<file path="src/rtl/march_ctrl.sv">
// March C- sequencer for the MBIST engine: steers an external address counter,
// drives the memory under test and checks read data against the expected background.
module march_ctrl #(
  parameter int ADDR_W = 10,
  parameter int DATA_W = 8
) (
  input  logic              clk_i,
  input  logic              rst_i,
  input  logic              start_i,
  input  logic [ADDR_W-1:0] addr_i,
  input  logic [DATA_W-1:0] mem_rdata_i,
  output logic              ld_o,
  output logic              cen_o,
  output logic              u_d_o,
  output logic [ADDR_W-1:0] d_in_o,
  output logic              mem_en_o,
  output logic              mem_we_o,
  output logic [DATA_W-1:0] mem_wdata_o,
  output logic              busy_o,
  output logic              done_o,
  output logic              fail_o,
  output logic [ADDR_W-1:0] fail_addr_o
);

  typedef enum logic [2:0] {IDLE, LOAD, OP0, OP1, FLUSH, DONE} state_t;

  state_t              state_q, state_d;
  logic [2:0]          elem_q, elem_d;
  logic                rd_pending_q, rd_pending_d;
  logic [DATA_W-1:0]   rd_exp_q, rd_exp_d;
  logic [ADDR_W-1:0]   rd_addr_q, rd_addr_d;
  logic                fail_q, fail_d;
  logic [ADDR_W-1:0]   fail_addr_q, fail_addr_d;

  logic elem_up, two_ops, op_we, op_bg, terminal, accept;

  // Element table: direction, operation count, and the write/background of the current op.
  always_comb begin
    elem_up = 1'b1;
    two_ops = 1'b0;
    op_we   = 1'b0;
    op_bg   = 1'b0;
    case (elem_q)
      3'd0: op_we = 1'b1;
      3'd1: begin two_ops = 1'b1; op_we = (state_q == OP1); op_bg = (state_q == OP1); end
      3'd2: begin two_ops = 1'b1; op_we = (state_q == OP1); op_bg = (state_q != OP1); end
      3'd3: begin elem_up = 1'b0; two_ops = 1'b1; op_we = (state_q == OP1); op_bg = (state_q == OP1); end
      3'd4: begin elem_up = 1'b0; two_ops = 1'b1; op_we = (state_q == OP1); op_bg = (state_q != OP1); end
      default: ;
    endcase
  end

  assign terminal = elem_up ? (&addr_i) : ~(|addr_i);
  assign accept   = ((state_q == IDLE) || (state_q == DONE)) && start_i;

  always_comb begin
    state_d     = state_q;
    elem_d      = elem_q;
    ld_o        = 1'b0;
    cen_o       = 1'b0;
    u_d_o       = 1'b0;
    d_in_o      = '0;
    mem_en_o    = 1'b0;
    mem_we_o    = 1'b0;
    mem_wdata_o = '0;
    busy_o      = 1'b0;
    done_o      = 1'b0;
    case (state_q)
      IDLE, DONE: begin
        done_o = (state_q == DONE);
        if (start_i) begin
          state_d = LOAD;
          elem_d  = 3'd0;
        end
      end
      LOAD: begin
        busy_o  = 1'b1;
        ld_o    = 1'b1;
        cen_o   = 1'b1;
        u_d_o   = elem_up;
        d_in_o  = elem_up ? '0 : {ADDR_W{1'b1}};
        state_d = OP0;
      end
      OP0, OP1: begin
        busy_o      = 1'b1;
        mem_en_o    = 1'b1;
        mem_we_o    = op_we;
        mem_wdata_o = op_we ? {DATA_W{op_bg}} : '0;
        // The counter is only stepped on the last op at an address and never past the end.
        if ((state_q == OP0) && two_ops) begin
          state_d = OP1;
        end else if (!terminal) begin
          cen_o   = 1'b1;
          u_d_o   = elem_up;
          state_d = OP0;
        end else if (elem_q == 3'd5) begin
          state_d = FLUSH;
        end else begin
          elem_d  = elem_q + 3'd1;
          state_d = LOAD;
        end
      end
      FLUSH: begin
        busy_o  = 1'b1;
        state_d = DONE;
      end
      default: state_d = IDLE;
    endcase
  end

  // Read data arrives one cycle after issue; only the first mismatch address is kept.
  always_comb begin
    rd_pending_d = mem_en_o && !mem_we_o;
    rd_exp_d     = {DATA_W{op_bg}};
    rd_addr_d    = addr_i;
    fail_d       = fail_q;
    fail_addr_d  = fail_addr_q;
    if (accept) begin
      fail_d      = 1'b0;
      fail_addr_d = '0;
    end else if (rd_pending_q && (mem_rdata_i != rd_exp_q) && !fail_q) begin
      fail_d      = 1'b1;
      fail_addr_d = rd_addr_q;
    end
  end

  always_ff @(posedge clk_i or posedge rst_i) begin
    if (rst_i) begin
      state_q      <= IDLE;
      elem_q       <= 3'd0;
      rd_pending_q <= 1'b0;
      rd_exp_q     <= '0;
      rd_addr_q    <= '0;
      fail_q       <= 1'b0;
      fail_addr_q  <= '0;
    end else begin
      state_q      <= state_d;
      elem_q       <= elem_d;
      rd_pending_q <= rd_pending_d;
      rd_exp_q     <= rd_exp_d;
      rd_addr_q    <= rd_addr_d;
      fail_q       <= fail_d;
      fail_addr_q  <= fail_addr_d;
    end
  end

  assign fail_o      = fail_q;
  assign fail_addr_o = fail_addr_q;

endmodule

</file>
<file path="config.mk">
export PLATFORM = sky130hd
export DESIGN_NAME = march_ctrl
export DESIGN_NICKNAME = d
export VERILOG_FILES = /design/src/rtl/march_ctrl.sv
export SDC_FILE = /design/constraint.sdc
export NUM_CORES = 1
export LEC_CHECK = 0
export ABC_AREA = 1
export BUFFER_PORTS_ARGS = -buffer_cell sky130_fd_sc_hd__buf_2
export CORE_MARGIN = 5
export CORE_UTILIZATION = 50
export DETAILED_ROUTE_END_ITERATION = 10
export PLACE_DENSITY = 0.85
export SETUP_SLACK_MARGIN = 0.4
export SYNTH_ARGS = -nofsm -noshare
export SYNTH_HDL_FRONTEND = slang
export SYNTH_SLANG_ARGS = --single-unit
</file>
<file path="constraint.sdc">
create_clock -name clk_i -period 2 [get_ports clk_i]
set_input_delay 0.2 -clock clk_i [delete_from_list [all_inputs] [get_ports clk_i]]
set_output_delay 0.2 -clock clk_i [all_outputs]
set_load 0.02 [all_outputs]
</file>
==> flow_summary_export.csv, run 1 <==
group,metric,value,unit
sta,whs,0.00109,ns
setup_path,start_kind,"flip-flop",
global_route,grt_pass1_vias,1736,
sta,rsz0062_at_grt,"true",
sta,fmax,463,MHz
synthesis,synthMuxAreaShare,0,%
setup_path,worst-path-max-fanout,8,
floorplanning,initial_utilization,51.9,%
floorplanning,die_w,69.1,um
synthesis,yosys.area_share.simple,35.6,%
clock_network,clockBufferDepth,2,
sta,layout_setup_ws,-0.162,ns
global_route,antenna_found_initial,0,
clock_network,clock_latency,0.34,ns
worst_hold_path,hold_depth,1,
clock_network,cts.sinks,29,
synthesis,syn-num-nets,251,
pwr,ir_worst_vdd,0.00103,V
synthesis,netlist_area,1740,sq um
placement,port_buffers,56,
sta,skew,0.00506,ns
sta,relSlewSlack,75.2,%
setup_path,criticalPathCategory,"flip-flop to output port",
sta,finalMaxSlewViolations,0,
detailed_routing,vias,1742,
sta,period_needed,2.16,ns
detailed_routing,drtPass1Iterations,4,
placement,placedCellCount,310,
pwr,totalPowerFinal,0.00386,W
placement,dp_hpwl,2850,um
floorplanning,dieArea,4770,sq um
synthesis,synth-adder-area-share,2.87,%
sta,hold_violations,0,
global_route,grt_pass1_wl,7430,um
global_route,grt_util_met2,34.4,%
sta,period_share,108,%
detailed_routing,route.antenna.remaining_nets,0,
global_route,grtUsageMet3,5.23,%
clock_network,path_clk_slew,0.10,ns
layout,final_core_util,78.0,%
setup_path,critical_path_required,1.80,ns
setup_path,crit_top_cell,"buf_6",
worst_hold_path,worstHoldPathType,"input port to flip-flop",
status,outcome,"finished with violations",
layout,antennaDiodeCount,0,
floorplanning,rows,21,
clock_network,cts_tree,"yes",
synthesis,netlist.area_leader.share,41.6,%
global_route,grt.busiest_layer,"met2",
placement,dpl_worst_slack,0.221,ns
floorplanning,die_h,69.1,um
setup_path,critPathArrivalTime,1.96,ns
synthesis,ys_top_cells_by_area,"dfrtp_1 (42%), nand2_1 (11%), nand3_1 (7.5%), buf_4 (7.3%), inv_1 (6.2%)",
detailed_routing,wl,5200,um
sta,worst_pin_slew,0.372,ns
setup_path,crit_chain,"inv_4 -> ha_4 -> inv_6 -> nand2_8 -> nand2_4 -> o22ai_4 -> inv_2 -> nor3_4 -> buf_6 -> buf_6",
synthesis,ys_warn_count,0,
status,failed_checks,"setup timing",
detailed_routing,via_per_inst,5.03,
synthesis,synth-seq-cells,29,
clock_network,cts_buffers,5,
detailed_routing,wl_per_cell,15.0,um
setup_path,slowest_stage,"dfrtp_2",
global_route,grt_use_met1,19.2,%
pwr,leakage,1.37,nW
sta,setup_viol,11,
placement,routabilityCongestion,0.916,
clock_network,htree_levels,2,
synthesis,yosysTopAreaCell,"dfrtp_1",
layout,fill_cells,223,
layout,fin_cells,346,
floorplanning,ios,57,
setup_path,end_kind,"output port",
detailed_routing,drtIter0Drc,172,
clock_network,clockRootBuffer,"clkbuf_4",
synthesis,synthCells,226,
job,max_cap_violations,0,
layout,synthToLayoutAreaGrowth,50.4,%
synthesis,synthXorXnorAreaFrac,0,%
setup_path,slowest_delay,0.48,ns
pwr,p_per_area,1470,nW/um^2
synthesis,ys_types,24,
layout,num-nets-final,324,
synthesis,ys_seq_area_share,41.6,%
detailed_routing,drc,0,
global_route,grt_overflow_total,0,
layout,drive_above_1_share,49.3,%
synthesis,synth_compound_area_share,3.16,%
synthesis,synth_top_family_by_area,"simple AND/OR/NAND/NOR gates",
global_route,track_usage,18.9,%
synthesis,synth_area_per_cell,7.72,sq um
floorplanning,core,3360,sq um
global_route,grt_max_degree,30,
setup_path,reg2reg_depth,12,
-- per-layer routing --
metal	vias to the layer above	part of all wire, %
li1	825	-
met1	803	37
met2	90	53
met3	24	5.9
met4	0	3.4
met5	-	0
-- where the power goes --
| part | internal [W] | total (W) | switching, W | leakage, nW |
|---|---|---|---|---|
| combinational | 0.00112 | 0.00253 | 0.00141 | 0.988 |
| clock | 0.000203 | 0.000422 | 0.000219 | 0.0413 |
| sequential | 0.000756 | 0.000906 | 0.000150 | 0.344 |
-- final timing paths --
path	startpoint	slack, ns	end
min in group asynchronous	rst_i	0.46	fail_o
max reg2reg	elem_q[1]	0.20	elem_q[2]
min	addr_i[9]	0.001	rd_addr_q[9]
max	elem_q[0]	-0.16	mem_wdata_o[0]
min reg2reg	fail_addr_o[9]	0.51	fail_addr_o[9]
max in group asynchronous	rst_i	1.24	elem_q[2]
-- metrics by stage --
stage | cell area (sq um) | TNS [ns]
2_1_floorplan | 1830 | 0
3_3_place_gp | 1990 | 0
3_5_place_dp | 1990 | 0
4_1_cts | 2350 | -0.799
5_1_grt | 2620 | -2.74
6_report | 2620 | -1.65
-- flip-flops by register name, summed over array words and instances, names as in the netlist --
name / cells
elem_q: 3
fail_addr_o: 10
fail_o: 1
rd_addr_q: 10
rd_exp_q: 1
rd_pending_q: 1
state_q: 3
-- critical path: cells and delay by family, from the launching register on --
kind / cells / cell delay (ns)
AOI/OAI and AO/OA: 1 / 0.14
adders and majority gates: 1 / 0.16
buffers and inverters: 5 / 0.54
DFF: 1 / 0.48
and+or+nand+nor: 3 / 0.32
-- cell usage in the layout, fill, tap and decap left out, drive strengths merged, types with 2 or more instances in the layout --
cell,instances
a21oi,4
buf,76
clkbuf,7
dfrtp,29
dlygate4sd3,9
ha,4
inv,33
nand2,58
nand3,29
nand4,2
nor2,36
nor3,5
o21ai,3
o22ai,2
-- cells by family (layout without fill, tap and decap cells) --
family | Yosys count | count (layout)
compound gates | 10 | 10
flops | 29 | 29
buf+inv | 53 | 126
simple gates | 130 | 131
fa+ha+maj | 4 | 4
-- synthesized netlist by cell type (all sizes together) --
| cell | n |
|---|---|
| a21oi | 4 |
| and3 | 1 |
| buf | 20 |
| dfrtp | 29 |
| ha | 4 |
| inv | 33 |
| nand2 | 58 |
| nand3 | 29 |
| nand4 | 2 |
| nor2 | 35 |
| nor3 | 5 |
| o21ai | 3 |
| o21bai | 1 |
| o22ai | 2 |
-- final cells by class --
cell class	count	area [sq um]	area share (%)
flip-flops and latches	29	732	27.9
clock buffers	7	65.1	2.48
repair buffers	85	689	26.3
inverters	33	144	5.48
clock inverters	1	5.00	0.191
well taps	46	57.6	2.19
multi-input cells	145	931	35.5
-- what timing repair did --
action	4_1_cts	5_1_grt
endpoints found under the hold margin	35	2
gates cloned	1	0
endpoints found under the setup margin	26	30
gates resized for setup	42	54
setup buffers	11	7
pin swaps	6	7
hold buffers	7	2
Note: power is estimated with default switching activity, not from simulation.
==> inputs of run 2 (changes only) <==
--- a/config.mk
+++ b/config.mk
@@ -7,6 +7,7 @@
 export LEC_CHECK = 0
 export ABC_AREA = 1
 export BUFFER_PORTS_ARGS = -buffer_cell sky130_fd_sc_hd__buf_2
+export CORE_ASPECT_RATIO = 1.5
 export CORE_MARGIN = 5
 export CORE_UTILIZATION = 50
 export DETAILED_ROUTE_END_ITERATION = 10
==> flow_summary_export.csv, run 2 (synthesized netlist as in run 1, its figures left out) <==
group,metric,value,unit
status,outcome,"finished with violations",
status,failed_checks,"setup timing",
clock_network,cts_tree,"yes",
pwr,ir_worst_vdd,0.00117,V
worst_hold_path,worstHoldPathType,"input port to flip-flop",
floorplanning,ios,57,
placement,placedCellCount,306,
floorplanning,core,3380,sq um
layout,num-nets-final,317,
layout,regArea,733,sq um
sta,layout_setup_ws,-0.00912,ns
setup_path,end_kind,"output port",
job,max_cap_violations,0,
sta,hold_violations,0,
layout,layout_common_cells,"nand2_1 (46), buf_2 (33), buf_6 (27), nand3_1 (24)",
sta,fmax,498,MHz
pwr,pwr-share-comb,61.6,%
layout,fill_cells,259,
clock_network,cts_buffers,5,
layout,fin_cells,334,
setup_path,start_kind,"flip-flop",
detailed_routing,drc,0,
sta,setup_viol,10,
pwr,switchingPower,0.00167,W
global_route,antenna_found_initial,0,
global_route,track_usage,20.4,%
sta,relSlewSlack,75.5,%
clock_network,clockBufferDepth,2,
setup_path,critPathArrivalTime,1.81,ns
detailed_routing,drtIter0Drc,56,
sta,period_needed,2.01,ns
layout,multi_input_area,890,sq um
clock_network,htree_levels,2,
floorplanning,dieArea,4790,sq um
floorplanning,die_w,58.2,um
sta,skew,0.0118,ns
detailed_routing,route.antenna.remaining_nets,0,
setup_path,path_buf_inv,4,
pwr,internal_power,0.00218,W
clock_network,clockRootBuffer,"clkbuf_8",
detailed_routing,via_per_inst,4.99,
placement,routabilityCongestion,0.929,
sta,tns,-0.0661,ns
setup_path,criticalPathCategory,"flip-flop to output port",
sta,finalMaxSlewViolations,0,
floorplanning,die_h,82.3,um
setup_path,r2r_slack,0.35,ns
setup_path,cp_top_family,"flip-flops",
layout,synthToLayoutAreaGrowth,44.9,%
placement,dp_hpwl,2850,um
detailed_routing,wl,4580,um
layout,drive_above_1_share,49.7,%
layout,antennaDiodeCount,0,
layout,final_common_cell,"nand2_1",
floorplanning,initial_utilization,51.6,%
pwr,p_per_area,1520,nW/um^2
sta,worst_pin_slew,0.368,ns
global_route,grt_pass1_wl,7240,um
setup_path,critical_path_required,1.80,ns
pwr,power.share.switching,43.3,%
global_route,grt_pass1_vias,1656,
detailed_routing,drtPass1Iterations,4,
pwr,totalPowerFinal,0.00385,W
clock_network,clock_latency,0.29,ns
placement,dpl_worst_slack,0.221,ns
pwr,p_seq_share,23.3,%
pwr,leakage,1.36,nW
sta,rsz0062_at_grt,"true",
placement,port_buffers,56,
floorplanning,rows,26,
detailed_routing,wl_per_cell,13.7,um
pwr,power.share.clock,15.1,%
sta,period_share,100,%
setup_path,crit_chain,"inv_4 -> ha_4 -> inv_4 -> nand2_4 -> o21ai_2 -> nand2_1 -> o21ai_2 -> nor3_4 -> buf_6 -> buf_6",
setup_path,slowest_delay,0.45,ns
global_route,grt_overflow_total,0,
setup_path,slowest_stage,"dfrtp_2",
clock_network,path_clk_slew,0.07,ns
clock_network,cts.sinks,29,
setup_path,worst-path-max-fanout,8,
global_route,grt_max_degree,30,
detailed_routing,vias,1668,
==> run 2: metal layers <==
layer | part of all wire (%) | track usage (%)
met5 | 0 | 0
met1 | 34 | 20.7
met4 | 3.1 | 12.3
met3 | 6.6 | 4.51
met2 | 56 | 37.6
==> run 2: per-stage QoR <==
| step | util (%) | area [sq um] | hold WS [ns] |
|---|---|---|---|
| after floorplan | - | 1830 | 0.231 |
| after global placement | 58.7 | 1990 | 0.281 |
| after detailed placement | 58.7 | 1990 | 0.289 |
| after CTS | 71.6 | 2420 | 0.0378 |
| after global routing | 74.7 | 2530 | 0.0388 |
| final | 74.7 | 2530 | 0.0491 |
==> run 2: worst paths after layout <==
path / end / from / cells after the start
setup / recovery: mem_wdata_o[0] / elem_q[0] / 10
hold / removal: rd_addr_q[9] / addr_i[9] / 1
setup reg to reg: elem_q[2] / elem_q[0] / 9
hold reg to reg: fail_addr_o[5] / fail_addr_o[5] / 2
max in group asynchronous: state_q[0] / rst_i / 4
min in group asynchronous: elem_q[2] / rst_i / 4
==> run 2: what timing repair did <==
item                                    CTS  global route
hold buffers                              1             0
endpoints found under the setup margin   26            30
resized for setup                        65            20
endpoints found under the hold margin    29             0
gates cloned                              1             0
pin swaps                                10             5
setup buffers                            14             5
==> run 2: area by class of cell <==
type	count	share of cell area (%)
multi-input combinational	145	35.2
sequential	29	29.0
timing repair buffer	78	24.0
inverter	33	5.59
clock buffer	5	2.72
tap	42	2.08
clock inverter	2	1.39
==> run 2: power by group through the flow <==
stage                     Sequential, W  Clock [W]  Combinational [W]
after global routing           0.000924   0.000614            0.00255
after detailed placement       0.000883          0            0.00161
final                          0.000896   0.000582            0.00237
after floorplan                0.000978          0            0.00132
after CTS                      0.000878   0.000596            0.00220
after global placement         0.000870          0            0.00158
